## src/rtl/dmem_arbiter_if.sv

```systemverilog
`default_nettype none
// ============================================================================
// Module   : dmem_arbiter_if
// Brief    : Bundle of core, DMA and data-memory signals around dmem_arbiter.
// Revision : 1.0 - initial release
// ============================================================================
interface dmem_arbiter_if #(
  parameter int AW = 32,
  parameter int DW = 32
);
  // Core (pipeline M stage) side
  logic          core_req;
  logic          core_we;
  logic [AW-1:0] core_addr;
  logic [DW-1:0] core_wdata;
  logic [DW-1:0] core_rdata;
  logic          core_done;
  logic          core_stall;

  // DMA / debug side
  logic          dma_req;
  logic          dma_we;
  logic [AW-1:0] dma_addr;
  logic [DW-1:0] dma_wdata;
  logic [DW-1:0] dma_rdata;
  logic          dma_done;

  // Data memory side
  logic          mem_en;
  logic          mem_we;
  logic [AW-1:0] mem_addr;
  logic [DW-1:0] mem_wdata;
  logic [DW-1:0] mem_rdata;

  modport slave (
    input  core_req, core_we, core_addr, core_wdata,
    output core_rdata, core_done, core_stall,
    input  dma_req, dma_we, dma_addr, dma_wdata,
    output dma_rdata, dma_done,
    output mem_en, mem_we, mem_addr, mem_wdata,
    input  mem_rdata
  );

  modport master (
    output core_req, core_we, core_addr, core_wdata,
    input  core_rdata, core_done, core_stall,
    output dma_req, dma_we, dma_addr, dma_wdata,
    input  dma_rdata, dma_done,
    input  mem_en, mem_we, mem_addr, mem_wdata,
    output mem_rdata
  );
endinterface
`default_nettype wire

```

## src/rtl/dmem_arbiter.sv

```systemverilog
`default_nettype none
// ============================================================================
// Module   : dmem_arbiter
// Brief    : Shares a single-ported fixed-latency dmem between core and DMA.
//            Define DMEM_ARB_RR_EN for round-robin instead of core priority.
// Revision : 1.0 - initial release
// ============================================================================
module dmem_arbiter #(
  parameter int AW      = 32,
  parameter int DW      = 32,
  parameter int MEM_LAT = 2
) (
  input  logic          clk,
  input  logic          rst_n,
  dmem_arbiter_if.slave bus
);

  localparam int              c_CW   = $clog2(MEM_LAT + 1);
  localparam logic [c_CW-1:0] c_LAT  = c_CW'(MEM_LAT);
  localparam logic [c_CW-1:0] c_ONE  = c_CW'(1);
  localparam logic            c_CORE = 1'b0;
  localparam logic            c_DMA  = 1'b1;

  typedef enum logic [0:0] {
    S_IDLE = 1'b0,
    S_BUSY = 1'b1
  } state_t;

  state_t          r_state;
  logic [c_CW-1:0] r_cnt;
  logic            r_owner;
  logic [DW-1:0]   r_core_hold;
  logic [DW-1:0]   r_dma_hold;

  logic            w_core_pri;
  logic            w_idle;
  logic            w_issue;
  logic            w_grant_dma;
  logic            w_win_we;
  logic [AW-1:0]   w_win_addr;
  logic [DW-1:0]   w_win_wdata;
  logic            w_rd_done;
  logic            w_core_rd_done;
  logic            w_dma_rd_done;

`ifdef DMEM_ARB_RR_EN
  logic r_last_grant;

  // Core has priority only when the DMA port was granted last.
  assign w_core_pri = (r_last_grant == c_DMA);

  always_ff @(posedge clk or negedge rst_n) begin
    if (!rst_n) begin
      r_last_grant <= c_DMA;
    end else if (w_issue) begin
      r_last_grant <= w_grant_dma;
    end
  end
`else
  assign w_core_pri = 1'b1;
`endif

  // rst_n gates issue so nothing reaches dmem while reset is asserted.
  assign w_idle      = rst_n && (r_state == S_IDLE);
  assign w_issue     = w_idle && (bus.core_req || bus.dma_req);
  assign w_grant_dma = bus.dma_req && !(bus.core_req && w_core_pri);

  assign w_win_we    = w_grant_dma ? bus.dma_we    : bus.core_we;
  assign w_win_addr  = w_grant_dma ? bus.dma_addr  : bus.core_addr;
  assign w_win_wdata = w_grant_dma ? bus.dma_wdata : bus.core_wdata;

  assign w_rd_done      = (r_state == S_BUSY) && (r_cnt == c_ONE);
  assign w_core_rd_done = w_rd_done && (r_owner == c_CORE);
  assign w_dma_rd_done  = w_rd_done && (r_owner == c_DMA);

  assign bus.mem_en    = w_issue;
  assign bus.mem_we    = w_issue && w_win_we;
  assign bus.mem_addr  = w_issue ? w_win_addr  : '0;
  assign bus.mem_wdata = w_issue ? w_win_wdata : '0;

  assign bus.core_done  = (w_issue && !w_grant_dma && w_win_we) || w_core_rd_done;
  assign bus.dma_done   = (w_issue &&  w_grant_dma && w_win_we) || w_dma_rd_done;
  assign bus.core_stall = bus.core_req && !bus.core_done;

  assign bus.core_rdata = w_core_rd_done ? bus.mem_rdata : r_core_hold;
  assign bus.dma_rdata  = w_dma_rd_done  ? bus.mem_rdata : r_dma_hold;

  // Writes finish in the issue cycle; only reads occupy BUSY.
  always_ff @(posedge clk or negedge rst_n) begin
    if (!rst_n) begin
      r_state     <= S_IDLE;
      r_cnt       <= '0;
      r_owner     <= c_CORE;
      r_core_hold <= '0;
      r_dma_hold  <= '0;
    end else begin
      case (r_state)
        S_IDLE: begin
          if (w_issue && !w_win_we) begin
            r_state <= S_BUSY;
            r_cnt   <= c_LAT;
            r_owner <= w_grant_dma;
          end
        end
        S_BUSY: begin
          if (r_cnt == c_ONE) begin
            r_state <= S_IDLE;
            r_cnt   <= '0;
            if (r_owner == c_DMA) begin
              r_dma_hold <= bus.mem_rdata;
            end else begin
              r_core_hold <= bus.mem_rdata;
            end
          end else begin
            r_cnt <= r_cnt - c_ONE;
          end
        end
        default: begin
          r_state <= S_IDLE;
        end
      endcase
    end
  end

endmodule
`default_nettype wire

```

## src/flat_wrapper.sv

```systemverilog
// flat-port wrapper written by rule: the top's interface ports become plain ports
module dmem_arbiter_flat 
#(
  parameter int AW      = 32,
  parameter int DW      = 32,
  parameter int MEM_LAT = 2
)
  (clk, rst_n, bus_core_req, bus_core_we, bus_core_addr, bus_core_wdata, bus_core_rdata, bus_core_done, bus_core_stall, bus_dma_req, bus_dma_we, bus_dma_addr, bus_dma_wdata, bus_dma_rdata, bus_dma_done, bus_mem_en, bus_mem_we, bus_mem_addr, bus_mem_wdata, bus_mem_rdata);
  dmem_arbiter_if #(.AW(AW), .DW(DW)) bus_i ();
  input  logic clk;
  input  logic rst_n;
  input wire logic [$bits(bus_i.core_req)-1:0] bus_core_req;
  input wire logic [$bits(bus_i.core_we)-1:0] bus_core_we;
  input wire logic [$bits(bus_i.core_addr)-1:0] bus_core_addr;
  input wire logic [$bits(bus_i.core_wdata)-1:0] bus_core_wdata;
  output wire logic [$bits(bus_i.core_rdata)-1:0] bus_core_rdata;
  output wire logic [$bits(bus_i.core_done)-1:0] bus_core_done;
  output wire logic [$bits(bus_i.core_stall)-1:0] bus_core_stall;
  input wire logic [$bits(bus_i.dma_req)-1:0] bus_dma_req;
  input wire logic [$bits(bus_i.dma_we)-1:0] bus_dma_we;
  input wire logic [$bits(bus_i.dma_addr)-1:0] bus_dma_addr;
  input wire logic [$bits(bus_i.dma_wdata)-1:0] bus_dma_wdata;
  output wire logic [$bits(bus_i.dma_rdata)-1:0] bus_dma_rdata;
  output wire logic [$bits(bus_i.dma_done)-1:0] bus_dma_done;
  output wire logic [$bits(bus_i.mem_en)-1:0] bus_mem_en;
  output wire logic [$bits(bus_i.mem_we)-1:0] bus_mem_we;
  output wire logic [$bits(bus_i.mem_addr)-1:0] bus_mem_addr;
  output wire logic [$bits(bus_i.mem_wdata)-1:0] bus_mem_wdata;
  input wire logic [$bits(bus_i.mem_rdata)-1:0] bus_mem_rdata;
  assign bus_i.core_req = bus_core_req;
  assign bus_i.core_we = bus_core_we;
  assign bus_i.core_addr = bus_core_addr;
  assign bus_i.core_wdata = bus_core_wdata;
  assign bus_core_rdata = bus_i.core_rdata;
  assign bus_core_done = bus_i.core_done;
  assign bus_core_stall = bus_i.core_stall;
  assign bus_i.dma_req = bus_dma_req;
  assign bus_i.dma_we = bus_dma_we;
  assign bus_i.dma_addr = bus_dma_addr;
  assign bus_i.dma_wdata = bus_dma_wdata;
  assign bus_dma_rdata = bus_i.dma_rdata;
  assign bus_dma_done = bus_i.dma_done;
  assign bus_mem_en = bus_i.mem_en;
  assign bus_mem_we = bus_i.mem_we;
  assign bus_mem_addr = bus_i.mem_addr;
  assign bus_mem_wdata = bus_i.mem_wdata;
  assign bus_i.mem_rdata = bus_mem_rdata;
  dmem_arbiter #(.AW(AW), .DW(DW), .MEM_LAT(MEM_LAT)) u_core (.clk(clk), .rst_n(rst_n), .bus(bus_i));
endmodule
```

## config.mk

```make
export PLATFORM = sky130hd
export DESIGN_NAME = dmem_arbiter_flat
export DESIGN_NICKNAME = d
export VERILOG_FILES = /design/src/rtl/dmem_arbiter_if.sv /design/src/rtl/dmem_arbiter.sv /design/src/flat_wrapper.sv
export SDC_FILE = /design/constraint.sdc
export NUM_CORES = 1
export LEC_CHECK = 0
export CAP_MARGIN = 20
export CORE_MARGIN = 8
export CORE_UTILIZATION = 35
export CTS_BUF_LIST = sky130_fd_sc_hd__clkbuf_8 sky130_fd_sc_hd__clkbuf_16
export CTS_CLUSTER_SIZE = 8
export DETAILED_ROUTE_END_ITERATION = 7
export GPL_TIMING_DRIVEN = 1
export PLACE_DENSITY = 0.83
export SKIP_CTS_REPAIR_TIMING = 1
export SLEW_MARGIN = 30
export SYNTH_ARGS = -nofsm -noshare
export SYNTH_HDL_FRONTEND = slang
export SYNTH_SLANG_ARGS = --single-unit
```

## constraint.sdc

```tcl
create_clock -name clk -period 1.9 [get_ports clk]
set_input_delay 0.38 -clock clk [delete_from_list [all_inputs] [get_ports clk]]
set_output_delay 0.38 -clock clk [all_outputs]
set_load 0.03 [all_outputs]
```

==> impl_metrics.csv <==
group,metric,value,unit
sta,finClkSkew,0.00277,ns
status,status,"complete, but fails checks",
sta,fin_ws,-0.391,ns
critical_path,max_stage_delay,0.37,ns
critical_path,cp-end-kind,"primary output",
finish,seqCellArea,0.00170,mm2
critical_path,cp_common_cell,"buf_6",
cts,cts_htree_levels,3,
floorplan,rows,40,
logic_synthesis,synthDistinctLibCells,22,
critical_path,crit_family,"buffers and inverters",
sta,whs,0.0154,ns
power_and_ir_drop,clockPowerShare,0.124,
logic_synthesis,netlist_instances,316,
sta,rsz0062_at_grt,"yes",
placed_design,place_hpwl,14100,um
placed_design,place.gp.congestion,0.886,
routing,wire_per_inst,25.5,um
cts,cts_tree,"yes",
routing,viasPerCell,5.27,
finish,n_fill_cell,721,
routing,drc,0,
finish,mostFrequentLayoutCell,"clkdlybuf4s50_1",
job,maxCapViolCount,0,
sta,worstMarginPinSlew,0.789,ns
power_and_ir_drop,irDropWorstVdd,1.25,mV
finish,final_cell_mix,"clkdlybuf4s50_1 (163), mux2_2 (120), buf_6 (113)",
floorplan,die_x,125,um
sta,period_share,1.21,
power_and_ir_drop,p_sw,4.87,mW
global_routing,grt_usage,0.213,
critical_path,path_buf_inv,5,
power_and_ir_drop,seq_power_share,0.215,
power_and_ir_drop,power.density,1350,mW/mm2
cts,cts_buffers,9,
critical_path,crit_fanout,5,
global_routing,antenna_found_initial,2,
placed_design,port_buffers,298,
finish,nNetsFinal,863,
status,violations,"setup timing",
critical_path,path_cells,"inv_2 > ha_4 > nand3_4 > buf_4 > buf_6 > clkbuf_16 > mux2_2 > buf_6",
sta,max_freq,436,MHz
critical_path,slowest_stage,"dfrtp_1",
floorplan,die_height,125,um
logic_synthesis,netlist_area,0.00417,mm2
critical_path,cp-start-kind,"flop",
logic_synthesis,ys_seq_elements,68,
sta,drv_slew,0,
floorplan,die_area,0.0157,mm2
sta,min_period,2.29,ns
finish,multiInputGateArea,0.00238,mm2
global_routing,grt_pass1_wl,26000,um
sta,relSlewSlack,0.474,
routing,drt_iter0_markers,180,
routing,route.vias.total,4467,
power_and_ir_drop,p_int,7.24,mW
finish,finish.utilization,0.760,
global_routing,grt_pass1_vias,4321,
global_routing,overflow,0,
sta,hold_violations,0,
routing,ant_nets,0,
logic_synthesis,synth_area_per_cell,13.2,um2
sta,setup_viol,132,
cts,cts-root-buf,"clkbuf_16",
floorplan,start_util,0.353,
routing,drt-total-wl,21700,um
cts,clock_path_buffers,2,
floorplan,core,0.0118,mm2
logic_synthesis,yosysSeqAreaShare,0.408,
finish,area_growth,115,%
floorplan,ioPinCount,299,
global_routing,grt_max_degree,63,
finish,drive_above_1_share,0.574,
critical_path,cp.arrival,1.91,ns
cts,path_clk_slew,0.05,ns
power_and_ir_drop,p_leak,4.05,nW
critical_path,crit_type,"flop to primary output",
cts,clock-sinks,68,
logic_synthesis,ys_warn_count,0,
logic_synthesis,syn-num-nets,483,
placed_design,dpl-instance-area,0.00730,mm2
finish,stdcell_area,0.00898,mm2
power_and_ir_drop,combPwrFrac,0.661,
critical_path,critical_path_required,1.52,ns
power_and_ir_drop,swShare,0.402,
cts,clk_latency,0.33,ns
power_and_ir_drop,power,12.1,mW
routing,dr.pass1.iters,4,
min_path,hp-class,"primary input to async pin",
## registers in the layout, summed over array words and instances, names as in the netlist
register            count
u_core.r_core_hold     32
u_core.r_dma_hold      32
u_core.r_cnt            2
u_core.r_owner          1
u_core.r_state          1
## kinds of logic (layout without fill, tap and decap cells)
| kind of cell | after synthesis | in the layout | share of synthesized area |
|---|---|---|---|
| muxes | 129 | 129 | 0.348 |
| AOI/OAI and AO/OA | 70 | 70 | 0.144 |
| DFF | 68 | 68 | 0.408 |
| buffers and inverters | 32 | 415 | 0.0726 |
| and+or+nand+nor | 16 | 17 | 0.0246 |
| adders and majority gates | 1 | 1 | 0.00300 |
| other | 0 | 1 | 0 |
## cell usage after synthesis, drive strengths merged
| cell type | count | share of area |
|---|---|---|
| dfrtp | 68 | 0.41 |
| buf | 29 | 0.070 |
| and3b | 1 | 0.0021 |
| nor2b | 3 | 0.0045 |
| o21a | 1 | 0.0018 |
| inv | 3 | 0.0027 |
| mux2 | 129 | 0.35 |
| nor3b | 1 | 0.0018 |
| a221oi | 1 | 0.0021 |
| nand2 | 6 | 0.0054 |
| a21oi | 2 | 0.0024 |
| ha | 1 | 0.0030 |
| a31oi | 1 | 0.0015 |
| nand3 | 2 | 0.0048 |
| and3 | 1 | 0.0015 |
| and4bb | 1 | 0.0030 |
| or2 | 1 | 0.0015 |
| o31ai | 1 | 0.0018 |
| a22o | 64 | 0.13 |
## stage by stage
stage                     setup TNS, ns  instances  setup slack (ns)
after global placement           -19.98        773            -0.286
final                            -39.39        848            -0.391
after CTS                        -51.17        788            -0.683
after detailed placement         -24.35        773            -0.316
after floorplan                       0        316             0.131
after global routing             -45.42        848            -0.449
## area by class of cell
class                      count  area share
clock inverter                 4     0.00195
inverter                       3     0.00125
tap                          147      0.0205
clock buffer                  11      0.0281
sequential                    68       0.190
multi-input combinational    217       0.265
timing repair buffer         397       0.493
antenna                        1    0.000279
## routing by layer
metal / vias up / GRT usage / wire [um]
met5: - / 0 / 13
met4: 2 / 0.0673 / 686
met3: 48 / 0.0744 / 1730
met2: 221 / 0.381 / 11600
met1: 2214 / 0.232 / 7670
li1: 1982 / - / -
## worst paths after layout
kind	startpoint	end	slack [ns]	cells past startpoint
worst max-delay path	u_core.r_cnt[1]$_DFFE_PN0P_	bus_core_rdata[28]	-0.39	8
worst min-delay path	rst_n	u_core.r_cnt[1]$_DFFE_PN0P_	0.02	2
worst max register to register	u_core.r_cnt[1]$_DFFE_PN0P_	u_core.r_dma_hold[20]$_DFFE_PN0P_	0.03	9
worst min register to register	u_core.r_dma_hold[23]$_DFFE_PN0P_	u_core.r_dma_hold[23]$_DFFE_PN0P_	0.50	1
max in group asynchronous	rst_n	u_core.r_core_hold[23]$_DFFE_PN0P_	1.09	2
min in group clk	u_core.r_dma_hold[23]$_DFFE_PN0P_	u_core.r_dma_hold[23]$_DFFE_PN0P_	0.50	1
## power by group through the flow
stage | clock (mW) | sequential, mW | combinational [mW]
floorplan | 0 | 2.42 | 4.14
global placement | 0 | 2.50 | 6.58
detailed placement | 0 | 2.56 | 6.70
CTS | 1.54 | 2.55 | 6.73
global route | 1.61 | 2.67 | 8.34
finish | 1.50 | 2.61 | 8.00
## worst reg2reg max path, cell delays in order (launching register included)
cell and delay, ns:
dfrtp_1 0.37, inv_2 0.08, ha_4 0.15, buf_6 0.12
nand3_4 0.16, clkbuf_16 0.22, buf_4 0.14, buf_4 0.13
buf_4 0.13, mux2_2 0.26
Power figures use the tool's default switching activity.
